===== config.mk =====
export PLATFORM = sky130hd
export DESIGN_NAME = cache_tag_ctrl
export DESIGN_NICKNAME = d
export VERILOG_FILES = /design/src/rtl/cache_tag_ctrl.sv
export SDC_FILE = /design/constraint.sdc
export NUM_CORES = 1
export LEC_CHECK = 0
export CAP_MARGIN = 20
export CELL_PAD_IN_SITES_DETAIL_PLACEMENT = 1
export CELL_PAD_IN_SITES_GLOBAL_PLACEMENT = 1
export CORE_MARGIN = 1
export CORE_UTILIZATION = 40
export DETAILED_ROUTE_END_ITERATION = 16
export PLACE_DENSITY_LB_ADDON = 0.1
export SLEW_MARGIN = 20
export SYNTH_ARGS = -nofsm -noshare
export SYNTH_HDL_FRONTEND = slang
export SYNTH_SLANG_ARGS = --single-unit

===== constraint.sdc =====
create_clock -name clk -period 15.2 [get_ports clk]
set_input_delay 3.04 -clock clk [delete_from_list [all_inputs] [get_ports clk]]
set_output_delay 3.04 -clock clk [all_outputs]
set_load 0.005 [all_outputs]

===== src/rtl/cache_tag_ctrl.sv =====
`default_nettype none
// ============================================================================
// Module      : cache_tag_ctrl
// Description : Tag/valid/replacement controller for an N-way set-associative
//               cache with LRU or round-robin victim choice and a set-serial
//               flush sequencer.
// Revision    : 1.0 - initial release
// ============================================================================
module cache_tag_ctrl #(
    parameter int WAYS       = 4,
    parameter int TOTAL_SIZE = 16,
    parameter int RAM_DEPTH  = 256,
    parameter int REPL_MODE  = 0
) (
    input  logic                                                 clk,
    input  logic                                                 rst,
    input  logic                                                 req_valid,
    output logic                                                 req_ready,
    input  logic [$clog2(RAM_DEPTH)-1:0]                         req_addr,
    input  logic                                                 req_alloc,
    input  logic                                                 flush_start,
    output logic                                                 flush_busy,
    output logic                                                 resp_valid,
    output logic                                                 resp_hit,
    output logic [$clog2(WAYS)-1:0]                              resp_way,
    output logic                                                 resp_evict_valid,
    output logic [$clog2(RAM_DEPTH)-$clog2(TOTAL_SIZE/WAYS)-1:0] resp_evict_tag
);

    localparam int SETS   = TOTAL_SIZE / WAYS;
    localparam int ADDR_W = $clog2(RAM_DEPTH);
    localparam int SET_W  = $clog2(SETS);
    localparam int TAG_W  = ADDR_W - SET_W;
    localparam int WAY_W  = $clog2(WAYS);

    localparam logic [0:0] c_st_idle  = 1'b0;
    localparam logic [0:0] c_st_flush = 1'b1;

    // Storage
    logic [TAG_W-1:0] r_tag   [SETS][WAYS];
    logic [WAYS-1:0]  r_valid [SETS];
    logic [WAY_W-1:0] r_age   [SETS][WAYS];
    logic [WAY_W-1:0] r_rr    [SETS];

    logic [0:0]       r_state;
    logic [0:0]       w_state_nxt;
    logic [SET_W-1:0] r_flush_cnt;
    logic [SET_W-1:0] w_flush_cnt_nxt;

    logic             r_resp_valid;
    logic             r_resp_hit;
    logic [WAY_W-1:0] r_resp_way;
    logic             r_resp_evict_valid;
    logic [TAG_W-1:0] r_resp_evict_tag;

    logic [SET_W-1:0] w_set;
    logic [TAG_W-1:0] w_tag;
    logic             w_accept;
    logic             w_hit;
    logic [WAY_W-1:0] w_hit_way;
    logic             w_inv_found;
    logic [WAY_W-1:0] w_inv_way;
    logic [WAY_W-1:0] w_lru_way;
    logic [WAY_W-1:0] w_victim;
    logic [WAY_W-1:0] w_way;
    logic             w_alloc;
    logic             w_touch;
    logic [WAY_W-1:0] w_touch_age;
    logic             w_victim_valid;
    logic             w_rr_adv;
    logic             w_flush_last;

    assign w_set    = req_addr[SET_W-1:0];
    assign w_tag    = req_addr[ADDR_W-1:SET_W];
    assign w_accept = req_valid && req_ready;

    // ------------------------------------------------------------------------
    // Control FSM
    // ------------------------------------------------------------------------
    always_ff @(posedge clk) begin
        if (rst) begin
            r_state     <= c_st_idle;
            r_flush_cnt <= '0;
        end else begin
            r_state     <= w_state_nxt;
            r_flush_cnt <= w_flush_cnt_nxt;
        end
    end

    assign w_flush_last = (r_flush_cnt == SET_W'(SETS - 1));

    always_comb begin
        w_state_nxt     = r_state;
        w_flush_cnt_nxt = r_flush_cnt;
        req_ready       = 1'b0;
        flush_busy      = 1'b0;
        case (r_state)
            c_st_idle: begin
                req_ready = !flush_start && !rst;
                if (flush_start) begin
                    w_state_nxt     = c_st_flush;
                    w_flush_cnt_nxt = '0;
                end
            end
            c_st_flush: begin
                flush_busy      = !rst;
                w_flush_cnt_nxt = r_flush_cnt + SET_W'(1);
                if (w_flush_last) begin
                    w_state_nxt = c_st_idle;
                end
            end
            default: begin
                w_state_nxt = c_st_idle;
            end
        endcase
    end

    // ------------------------------------------------------------------------
    // Lookup and victim selection on the current array contents
    // ------------------------------------------------------------------------
    always_comb begin
        w_hit     = 1'b0;
        w_hit_way = '0;
        // Ascending scan: the highest matching index wins on multiple hits
        for (int i = 0; i < WAYS; i++) begin
            if (r_valid[w_set][i] && (r_tag[w_set][i] == w_tag)) begin
                w_hit     = 1'b1;
                w_hit_way = WAY_W'(i);
            end
        end

        w_inv_found = 1'b0;
        w_inv_way   = '0;
        for (int i = WAYS - 1; i >= 0; i--) begin
            if (!r_valid[w_set][i]) begin
                w_inv_found = 1'b1;
                w_inv_way   = WAY_W'(i);
            end
        end

        w_lru_way = '0;
        for (int i = 0; i < WAYS; i++) begin
            if (r_age[w_set][i] == WAY_W'(WAYS - 1)) begin
                w_lru_way = WAY_W'(i);
            end
        end

        if (w_inv_found) begin
            w_victim = w_inv_way;
        end else if (REPL_MODE == 1) begin
            w_victim = r_rr[w_set];
        end else begin
            w_victim = w_lru_way;
        end

        w_way          = w_hit ? w_hit_way : w_victim;
        w_alloc        = w_accept && !w_hit && req_alloc;
        w_touch        = w_accept && (w_hit || w_alloc);
        w_touch_age    = r_age[w_set][w_way];
        w_victim_valid = r_valid[w_set][w_victim];
        w_rr_adv       = (REPL_MODE == 1) && w_alloc && w_victim_valid;
    end

    // ------------------------------------------------------------------------
    // Valid bits and replacement state
    // ------------------------------------------------------------------------
    always_ff @(posedge clk) begin
        if (rst) begin
            for (int s = 0; s < SETS; s++) begin
                r_valid[s] <= '0;
                r_rr[s]    <= '0;
                for (int i = 0; i < WAYS; i++) begin
                    r_age[s][i] <= WAY_W'(WAYS - 1 - i);
                end
            end
        end else if (r_state == c_st_flush) begin
            r_valid[r_flush_cnt] <= '0;
            if (w_flush_last) begin
                for (int s = 0; s < SETS; s++) begin
                    r_rr[s] <= '0;
                    for (int i = 0; i < WAYS; i++) begin
                        r_age[s][i] <= WAY_W'(WAYS - 1 - i);
                    end
                end
            end
        end else begin
            if (w_alloc) begin
                r_valid[w_set][w_victim] <= 1'b1;
            end
            if (w_rr_adv) begin
                r_rr[w_set] <= r_rr[w_set] + WAY_W'(1);
            end
            // Touched way becomes MRU; only younger ways age
            if (w_touch) begin
                for (int i = 0; i < WAYS; i++) begin
                    if (WAY_W'(i) == w_way) begin
                        r_age[w_set][i] <= '0;
                    end else if (r_age[w_set][i] < w_touch_age) begin
                        r_age[w_set][i] <= r_age[w_set][i] + WAY_W'(1);
                    end
                end
            end
        end
    end

    // Tag contents are qualified by the valid bits and need no reset
    always_ff @(posedge clk) begin
        if (w_alloc) begin
            r_tag[w_set][w_victim] <= w_tag;
        end
    end

    // ------------------------------------------------------------------------
    // Registered response
    // ------------------------------------------------------------------------
    always_ff @(posedge clk) begin
        if (rst) begin
            r_resp_valid       <= 1'b0;
            r_resp_hit         <= 1'b0;
            r_resp_way         <= '0;
            r_resp_evict_valid <= 1'b0;
            r_resp_evict_tag   <= '0;
        end else begin
            r_resp_valid <= w_accept;
            if (w_accept) begin
                r_resp_hit         <= w_hit;
                r_resp_way         <= w_way;
                r_resp_evict_valid <= w_alloc && w_victim_valid;
                r_resp_evict_tag   <= (w_alloc && w_victim_valid) ? r_tag[w_set][w_victim] : '0;
            end
        end
    end

    assign resp_valid       = r_resp_valid;
    assign resp_hit         = r_resp_hit;
    assign resp_way         = r_resp_way;
    assign resp_evict_valid = r_resp_evict_valid;
    assign resp_evict_tag   = r_resp_evict_tag;

endmodule
`default_nettype wire


==> flow_summary.ini, run 1 <==
[cells_and_area]
drive_gt1_share_pct = 16.22
nets = 596
antenna_cells = 0
stdcell_area_um2 = 8642
area_growth_syn_to_layout_pct = 13.34
utilization_pct = 46.20
nFillCells = 1868

[sta]
worstMarginPinSlew_ns = 0.9738
tns_ns = 0
maxSlewHeadroom_pct = 34.87
setup_slack_ns = 7.044
holdWs_ns = 0.4812
skew_ns = 0.008198
rsz0062_at_grt = false
period_share_pct = 53.66
period_needed_ns = 8.156
slew_violations = 0
hold_viol_final = 0
setup_viol = 0
fmax_ghz = 0.1226

[die]
die_h_um = 140.1
rows = 50
core_um2 = 18710
io_pins = 26
dieWidth_um = 140.1
dieArea_um2 = 19620
start_util_pct = 40.76

[clock_tree]
clk_pin_slew_ns = 0.06
clk_latency_ns = 0.43
clockBufferDepth = 2
htreeDepth = 4
cts_sinks = 158
cts_resized = 0
hold_buffers = 0
post_cts_buffers = 0
cts_made_buffers = 17
cts_tree = yes
root_buffer = clkbuf_16

[grt]
antenna_found_initial = 0
grt_max_degree = 48
grt-ovfl-total = 0
grt_pass1_wl_mm = 30.87
met2_usage_pct = 36.95
use_met3_pct = 3.282
grt_usage_pct = 21.66
grt_busiest_layer = met2
grt_use_met1_pct = 28.17
first_global_vias = 5124

[worst_setup_path]
worstSetupEndpointType = output pin
worstSetupStartpointType = primary input
crit_start = rst
crit_arrival_ns = 5.12
rr_startpoint = r_age[0][2]
crit_fanout = 28
required_ns = 12.16
crit_type = in -> out

[placement]
dpl-instance-area_um2 = 8054
portBuffers = 25
gp_congestion = 0.9094
dp_hpwl_mm = 13.42
post-place-ws_ns = 6.996

[power_and_ir_drop]
leakage_nw = 2.811
p_sw_share_pct = 24.86
switching_power_uw = 252.5
pwr-share-clk_pct = 42.5
p_per_area_nw_per_um2 = 117.5
p_comb_share_pct = 10.1
p_int_uw = 763.3
worst_ir_drop_vdd_v = 0.00007676
seqPwrFrac_pct = 47.4

[yosys]
synthesis.instances = 557
ys_seq_elements = 158
synth.distinct_cells = 63
synth_ff_type = edfxtp_1
synth_area_um2 = 7625
seq_area_frac_synth_pct = 60.39
syn_nets = 574
synth_edf_count = 144
ys_warn_count = 0
syn_area_per_cell_um2 = 13.69
ys_async_sr_fraction_pct = 0

[route]
drc = 0
antenna_left = 0
first_iter_violations = 349
wl_per_cell_um = 24.35
first_pass_iters = 6
vias_per_cell = 5.815
num_vias = 4803
drt_wl_total_mm = 20.11

[hold_path]
hp-class = reg -> reg
min_from = resp_hit

[job]
cap_viol_max_count = 0

[status]
status = completed
## routing by layer
layer	routed length [um]	share of wire, %	up-vias
li1	-	-	2201
met1	9032	45	2470
met2	10060	50	99
met3	614	3.1	33
met4	403	2.0	0
met5	0	0	-
## worst max-delay path, stage by stage
cell	delay, ns
clkdlybuf4s50_1	0.92
nor3_1	0.58
clkdlybuf4s50_1	0.58
## metrics by stage
| step | cells | total power, mW |
|---|---|---|
| finish | 826 | 1.016 |
| global route | 826 | 1.047 |
| CTS | 826 | 1.022 |
| detailed placement | 794 | 0.5941 |
| global placement | 794 | 0.5920 |
| floorplan | 557 | 0.5615 |
## cell usage in the layout (no fill, tap or decap), types with 4 or more instances in the layout
master / instances
dfxtp_1: 14
o21a_1: 5
nand4_1: 5
inv_6: 4
xor2_1: 7
o21ai_1: 10
o21bai_1: 13
inv_1: 10
nor2b_1: 5
clkdlybuf4s50_1: 23
clkbuf_16: 17
o21ai_0: 17
nand3b_1: 13
mux4_2: 36
buf_4: 5
a32oi_1: 4
xnor2_1: 18
nor3_1: 7
edfxtp_1: 144
mux2i_1: 10
ha_1: 4
o211ai_1: 6
a21oi_1: 16
nand3_1: 13
a22oi_1: 6
nand2_1: 35
nor2_1: 71
## path summary, 6_finish.rpt
check,to,slack (ns),cells after the start
max,req_ready,7.04,3
min,resp_hit,0.48,2
max reg2reg,r_age[0][2],10.77,11
min reg2reg,resp_hit,0.48,2
## layout make-up
cell class / count / area [um^2] / share of cell area (%)
inverter: 12 / 45.04 / 0.5212
clock inverter: 14 / 158.9 / 1.839
timing repair buffer: 30 / 277.8 / 3.214
multi-input combinational: 360 / 2834 / 32.79
sequential: 158 / 4604 / 53.28
tap: 234 / 292.8 / 3.388
clock buffer: 18 / 429.2 / 4.966
## power by group through the flow
stage	combinational (mW)	sequential [mW]	clock, mW
6_report	0.103	0.482	0.431
5_1_grt	0.112	0.482	0.453
4_1_cts	0.103	0.482	0.437
3_5_place_dp	0.103	0.492	0
3_3_place_gp	0.101	0.491	0
2_1_floorplan	0.0718	0.490	0
## flip-flops by register name, summed over array words and instances, names as in the netlist
register / count
resp_evict_valid: 1
resp_way: 2
resp_hit: 1
r_age: 32
r_state: 1
resp_valid: 1
r_tag: 96
r_valid: 16
resp_evict_tag: 6
r_flush_cnt: 2
## synthesized netlist by cell type (all sizes together), types with 4 or more instances
cell | instances | share of area (%)
edfxtp | 144 | 57
nor2 | 72 | 3.6
mux4 | 36 | 11
nand2 | 35 | 1.7
o21ai | 29 | 2.1
xnor2 | 18 | 2.1
a21oi | 16 | 1.1
buf | 14 | 1.2
dfxtp | 14 | 3.7
clkbuf | 13 | 0.64
nand3 | 13 | 0.85
nand3b | 13 | 1.3
o21bai | 13 | 1.3
inv | 12 | 0.59
mux2i | 10 | 1.3
nor3 | 9 | 0.72
a22oi | 7 | 0.75
o211ai | 7 | 0.75
xor2 | 7 | 0.80
nand4 | 5 | 0.41
nor2b | 5 | 0.41
o21a | 5 | 0.49
a32oi | 4 | 0.46
ha | 4 | 0.66
o211a | 4 | 0.53
or2 | 4 | 0.33
or3 | 4 | 0.39
## cells by family (layout without fill, tap and decap cells)
logic type               after synthesis  count (layout)  synth area share [%]
AO/OA/AOI/OAI                        107             107                 10.09
XOR/XNOR                              25              25                 2.872
adder cells (fa/ha/maj)                5               5                0.8041
buffers and inverters                 39              74                 2.445
flip-flops                           158             158                 60.39
multiplexers                          49              49                 12.39
AND/OR/NAND/NOR                      174             174                 11.01
Note: power is estimated with default switching activity, not from simulation.
==> run 2: changes to the inputs <==
==> constraint.sdc (replaced) <==
create_clock -name clk -period 7.5 [get_ports clk]
set_input_delay 1.5 -clock clk [delete_from_list [all_inputs] [get_ports clk]]
set_output_delay 1.5 -clock clk [all_outputs]
set_load 0.005 [all_outputs]
==> flow_summary.ini, run 2 (synthesis gave the netlist of run 1 again) <==
[status]
status = completed

[placement]
dpl-instance-area_um2 = 8082
post-place-ws_ns = 1.430
portBuffers = 25
gp_congestion = 0.8844
dp_hpwl_mm = 14.45

[route]
drt_wl_total_mm = 20.52
drc = 0
num_vias = 4855
first_iter_violations = 290
first_pass_iters = 4
antenna_left = 0
wl_per_cell_um = 24.78
vias_per_cell = 5.864

[worst_setup_path]
r2r_cells = 11
crit_arrival_ns = 5.82
critPathMaxStageDelay_ns = 0.70
rr_startpoint = r_age[3][4]
crit_fanout = 17
r2r-end = r_age[1][3]
rrSetupSlack_ns = 3.07
critPathMostFrequentCell = o21ai_0
critical_path.cell_chain = buf_2 > mux4_2 > ha_1 > nor2b_1 > nor3b_1 > o21ai_2 > nand2_1 > nor3_2 > nor2_2 > a22oi_1 > o21ai_0 > o21ai_0
worstSetupEndpointType = register
crit_start = req_addr[0]
crit_type = in -> reg
slowest_stage = mux4_2
crit_end = r_age[1][3]
required_ns = 7.63
worstSetupStartpointType = primary input

[clock_tree]
cts_made_buffers = 17
clockBufferDepth = 2
clk_pin_slew_ns = 0.06
cts_sinks = 158
root_buffer = clkbuf_16
cts_resized = 0
clk_latency_ns = 0.43
cts_tree = yes
htreeDepth = 4
hold_buffers = 0
post_cts_buffers = 0

[cells_and_area]
area_growth_syn_to_layout_pct = 14.15
final_common_cell = edfxtp_1
top_regs = r_tag (96), r_age (32), r_valid (16)
top_register = r_tag
stdcell_area_um2 = 8703
nets = 598
final_cell_mix = 144 x edfxtp_1, 71 x nor2_1, 36 x mux4_2
drive_gt1_share_pct = 16.84
largest_reg_flops = 96
utilization_pct = 46.53
antenna_cells = 0

[hold_path]
hp-class = reg -> reg

[die]
io_pins = 26
dieArea_um2 = 19620
dieWidth_um = 140.1
start_util_pct = 40.76
die_h_um = 140.1
rows = 50
core_um2 = 18710

[grt]
antenna_found_initial = 0
grt-ovfl-total = 0
first_global_vias = 5257
grt_usage_pct = 22.24
grt_pass1_wl_mm = 31.48
grt_max_degree = 33

[power_and_ir_drop]
leakage_nw = 2.843
finalPower_mw = 2.104
worst_ir_drop_vdd_v = 0.0001612
p_sw_share_pct = 24.62
p_comb_share_pct = 10.0
seqPwrFrac_pct = 46.4
switching_power_uw = 517.9
pwr-share-clk_pct = 43.5
p_per_area_nw_per_um2 = 241.7
p_int_mw = 1.586

[sta]
setup_slack_ns = 1.805
hold_viol_final = 0
skew_ns = 0.007524
maxSlewHeadroom_pct = 21.31
rsz0062_at_grt = false
setup_viol = 0
tns_ns = 0
period_needed_ns = 5.695
worstMarginPinSlew_ns = 1.171
fmax_ghz = 0.1756
slew_violations = 0
period_share_pct = 75.93

[job]
cap_viol_max_count = 0
[run 2: layout make-up]
class                           count  area [um^2]
Clock buffer                       17        425.4
Clock inverter                     15        196.4
Fill cell                        1869        10000
Inverter                           12        45.04
Multi-Input combinational cell    360         2834
Sequential cell                   158         4604
Tap cell                          234        292.8
Timing Repair Buffer               32        305.3
[run 2: worst min-delay path by stage]
stage | endpoint | start | cells after the start | slack (ns)
floorplan | resp_hit | resp_hit | 2 | 0.47
global placement | resp_hit | resp_hit | 2 | 0.46
detailed placement | resp_hit | resp_hit | 2 | 0.47
CTS | resp_hit | resp_hit | 2 | 0.48
global route | resp_hit | resp_hit | 2 | 0.52
finish | resp_hit | resp_hit | 2 | 0.48
[run 2: layer usage]
layer | routed length [um] | track usage, % | share of wire, %
met5 | 0 | 0 | 0
met3 | 724 | 3.658 | 3.5
met4 | 501 | 9.138 | 2.4
met2 | 10530 | 38.18 | 51
met1 | 8762 | 27.98 | 43
[run 2: power groups by stage]
stage,combinational [mW],clock [mW],sequential (mW)
global route,0.228,0.958,0.978
CTS,0.212,0.934,0.977
finish,0.211,0.916,0.977
detailed placement,0.211,0,0.997
global placement,0.207,0,0.996
floorplan,0.146,0,0.992
[run 2: through the flow]
step / instances / hold slack, ns
5_1_grt: 828 / 0.5189
4_1_cts: 828 / 0.4787
2_1_floorplan: 557 / 0.4662
3_5_place_dp: 796 / 0.4652
3_3_place_gp: 796 / 0.4627
6_report: 828 / 0.4774
[run 2: critical path: cells and delay by family]
family,cells,cell delay [ns]
buffers and inverters,1,0.47
multiplexers,1,0.70
AO/OA/AOI/OAI,4,1.30
adder cells (fa/ha/maj),1,0.24
AND/OR/NAND/NOR,5,1.59
==> run 3: changes to the inputs <==
==> constraint.sdc (replaced) <==
create_clock -name clk -period 4.7 [get_ports clk]
set_input_delay 0.94 -clock clk [delete_from_list [all_inputs] [get_ports clk]]
set_output_delay 0.94 -clock clk [all_outputs]
set_load 0.005 [all_outputs]
==> flow_summary.ini, run 3 (synthesis gave the netlist of run 1 again) <==
[cells_and_area]
nFillCells = 1864
seqCellArea_um2 = 4604
largest_reg_flops = 96
nets = 670
stdcell_count = 900
area_growth_syn_to_layout_pct = 20.94
top_regs = r_tag (96), r_age (32), r_valid (16)
final_cell_mix = 144 x edfxtp_1, 76 x buf_4, 71 x nor2_1
top_register = r_tag
drive_gt1_share_pct = 25.83
antenna_cells = 0
multi_input_area_um2 = 2834
final_common_cell = edfxtp_1

[power_and_ir_drop]
p_per_area_nw_per_um2 = 361.2
worst_ir_drop_vdd_v = 0.0002656
p_sw_share_pct = 25.93
p_int_mw = 2.467
seqPwrFrac_pct = 46.8
p_comb_share_pct = 12.1
pwr-share-clk_pct = 41.1
switching_power_uw = 863.6
finalPower_mw = 3.331
leakage_nw = 3.178

[clock_tree]
post_cts_buffers = 0
cts_resized = 0
cts_tree = yes
root_buffer = clkbuf_16
hold_buffers = 0
cts_made_buffers = 17
htreeDepth = 4
clockBufferDepth = 2
clk_latency_ns = 0.43
cts_sinks = 158
clk_pin_slew_ns = 0.07

[worst_setup_path]
crit_fanout = 27
crit_arrival_ns = 4.43
crit_type = in -> reg
worstSetupStartpointType = primary input
r2r_cells = 11
rr_startpoint = r_age[3][2]
required_ns = 4.83
crit_end = r_age[1][3]
r2r-end = r_age[1][3]
worstSetupEndpointType = register
crit_start = req_addr[0]
rrSetupSlack_ns = 1.00

[sta]
slew_violations = 0
worstMarginPinSlew_ns = 0.9983
maxSlewHeadroom_pct = 32.93
period_needed_ns = 4.295
tns_ns = 0
period_share_pct = 91.38
holdWs_ns = 0.4749
rsz0062_at_grt = false
hold_viol_final = 0
fmax_ghz = 0.2328
skew_ns = 0.01111
setup_viol = 0

[placement]
place_inst = 868
gp_congestion = 0.8705
dp_hpwl_mm = 15.70
portBuffers = 25

[route]
num_vias = 5136
drt_wl_total_mm = 21.87
antenna_left = 0
vias_per_cell = 5.707
drc = 0
first_iter_violations = 259
first_pass_iters = 5
wl_per_cell_um = 24.30

[die]
io_pins = 26
core_um2 = 18710
dieWidth_um = 140.1
start_util_pct = 40.76
die_h_um = 140.1
dieArea_um2 = 19620
rows = 50

[hold_path]
hp-class = reg -> reg

[grt]
grt_pass1_wl_mm = 33.39
grt_max_degree = 28
first_global_vias = 5493
grt_usage_pct = 23.68
antenna_found_initial = 0
grt-ovfl-total = 0

[job]
cap_viol_max_count = 0

[status]
status = completed
## run 3: cell count changes in the layout (fill, tap and decap cells not counted), sizes merged
cell,previous run,this run
clkinvlp,2,4
buf,9,81
bufinv,3,1
## run 3: layout make-up
type | instances | area share [%]
multi-input combinational | 360 | 30.73
inverter | 12 | 0.4885
tap | 234 | 3.175
clock buffer | 17 | 4.613
sequential | 158 | 49.93
clock inverter | 15 | 1.615
timing repair buffer | 104 | 9.444
## run 3: how the worst min path moves through the flow
| stage | depth (start not counted) | from | endpoint | slack [ns] |
|---|---|---|---|---|
| 2_1_floorplan | 2 | resp_hit | resp_hit | 0.47 |
| 3_3_place_gp | 2 | resp_hit | resp_hit | 0.46 |
| 3_5_place_dp | 2 | resp_hit | resp_hit | 0.47 |
| 4_1_cts | 2 | resp_hit | resp_hit | 0.48 |
| 5_1_grt | 2 | resp_hit | resp_hit | 0.51 |
| 6_report | 2 | resp_hit | resp_hit | 0.47 |
## run 3: power by group through the flow
stage	combinational, mW	sequential [mW]	clock [mW]
final	0.402	1.56	1.37
after global routing	0.432	1.56	1.44
after CTS	0.404	1.56	1.39
after detailed placement	0.401	1.59	0
after global placement	0.394	1.59	0
after floorplan	0.232	1.58	0
## run 3: stage by stage
stage	cell area [um^2]	setup slack [ns]	utilization (%)
2_1_floorplan	7626	0.004010	-
3_3_place_gp	8647	-0.03315	46.23
3_5_place_dp	8647	-0.08739	46.23
4_1_cts	9221	0.3627	49.30
5_1_grt	9221	0.1251	49.30
6_report	9221	0.4052	49.30
## run 3: critical path: stages
cell	delay, ns
buf_2	0.23
buf_12	0.29
mux4_2	0.59
xnor2_1	0.21
nand4_1	0.15
or3_4	0.45
o21a_1	0.23
a22oi_2	0.28
a22oi_1	0.18
o21ai_0	0.55
o21ai_0	0.30
## run 3: per-layer routing
metal  track usage [%]  vias to the layer above  part of all wire, %
li1                  -                     2345                    -
met1             30.56                     2626                   44
met2             39.92                      130                   50
met3             4.000                       35                  3.6
met4             9.312                        0                  2.6
met5                 0                        -                    0
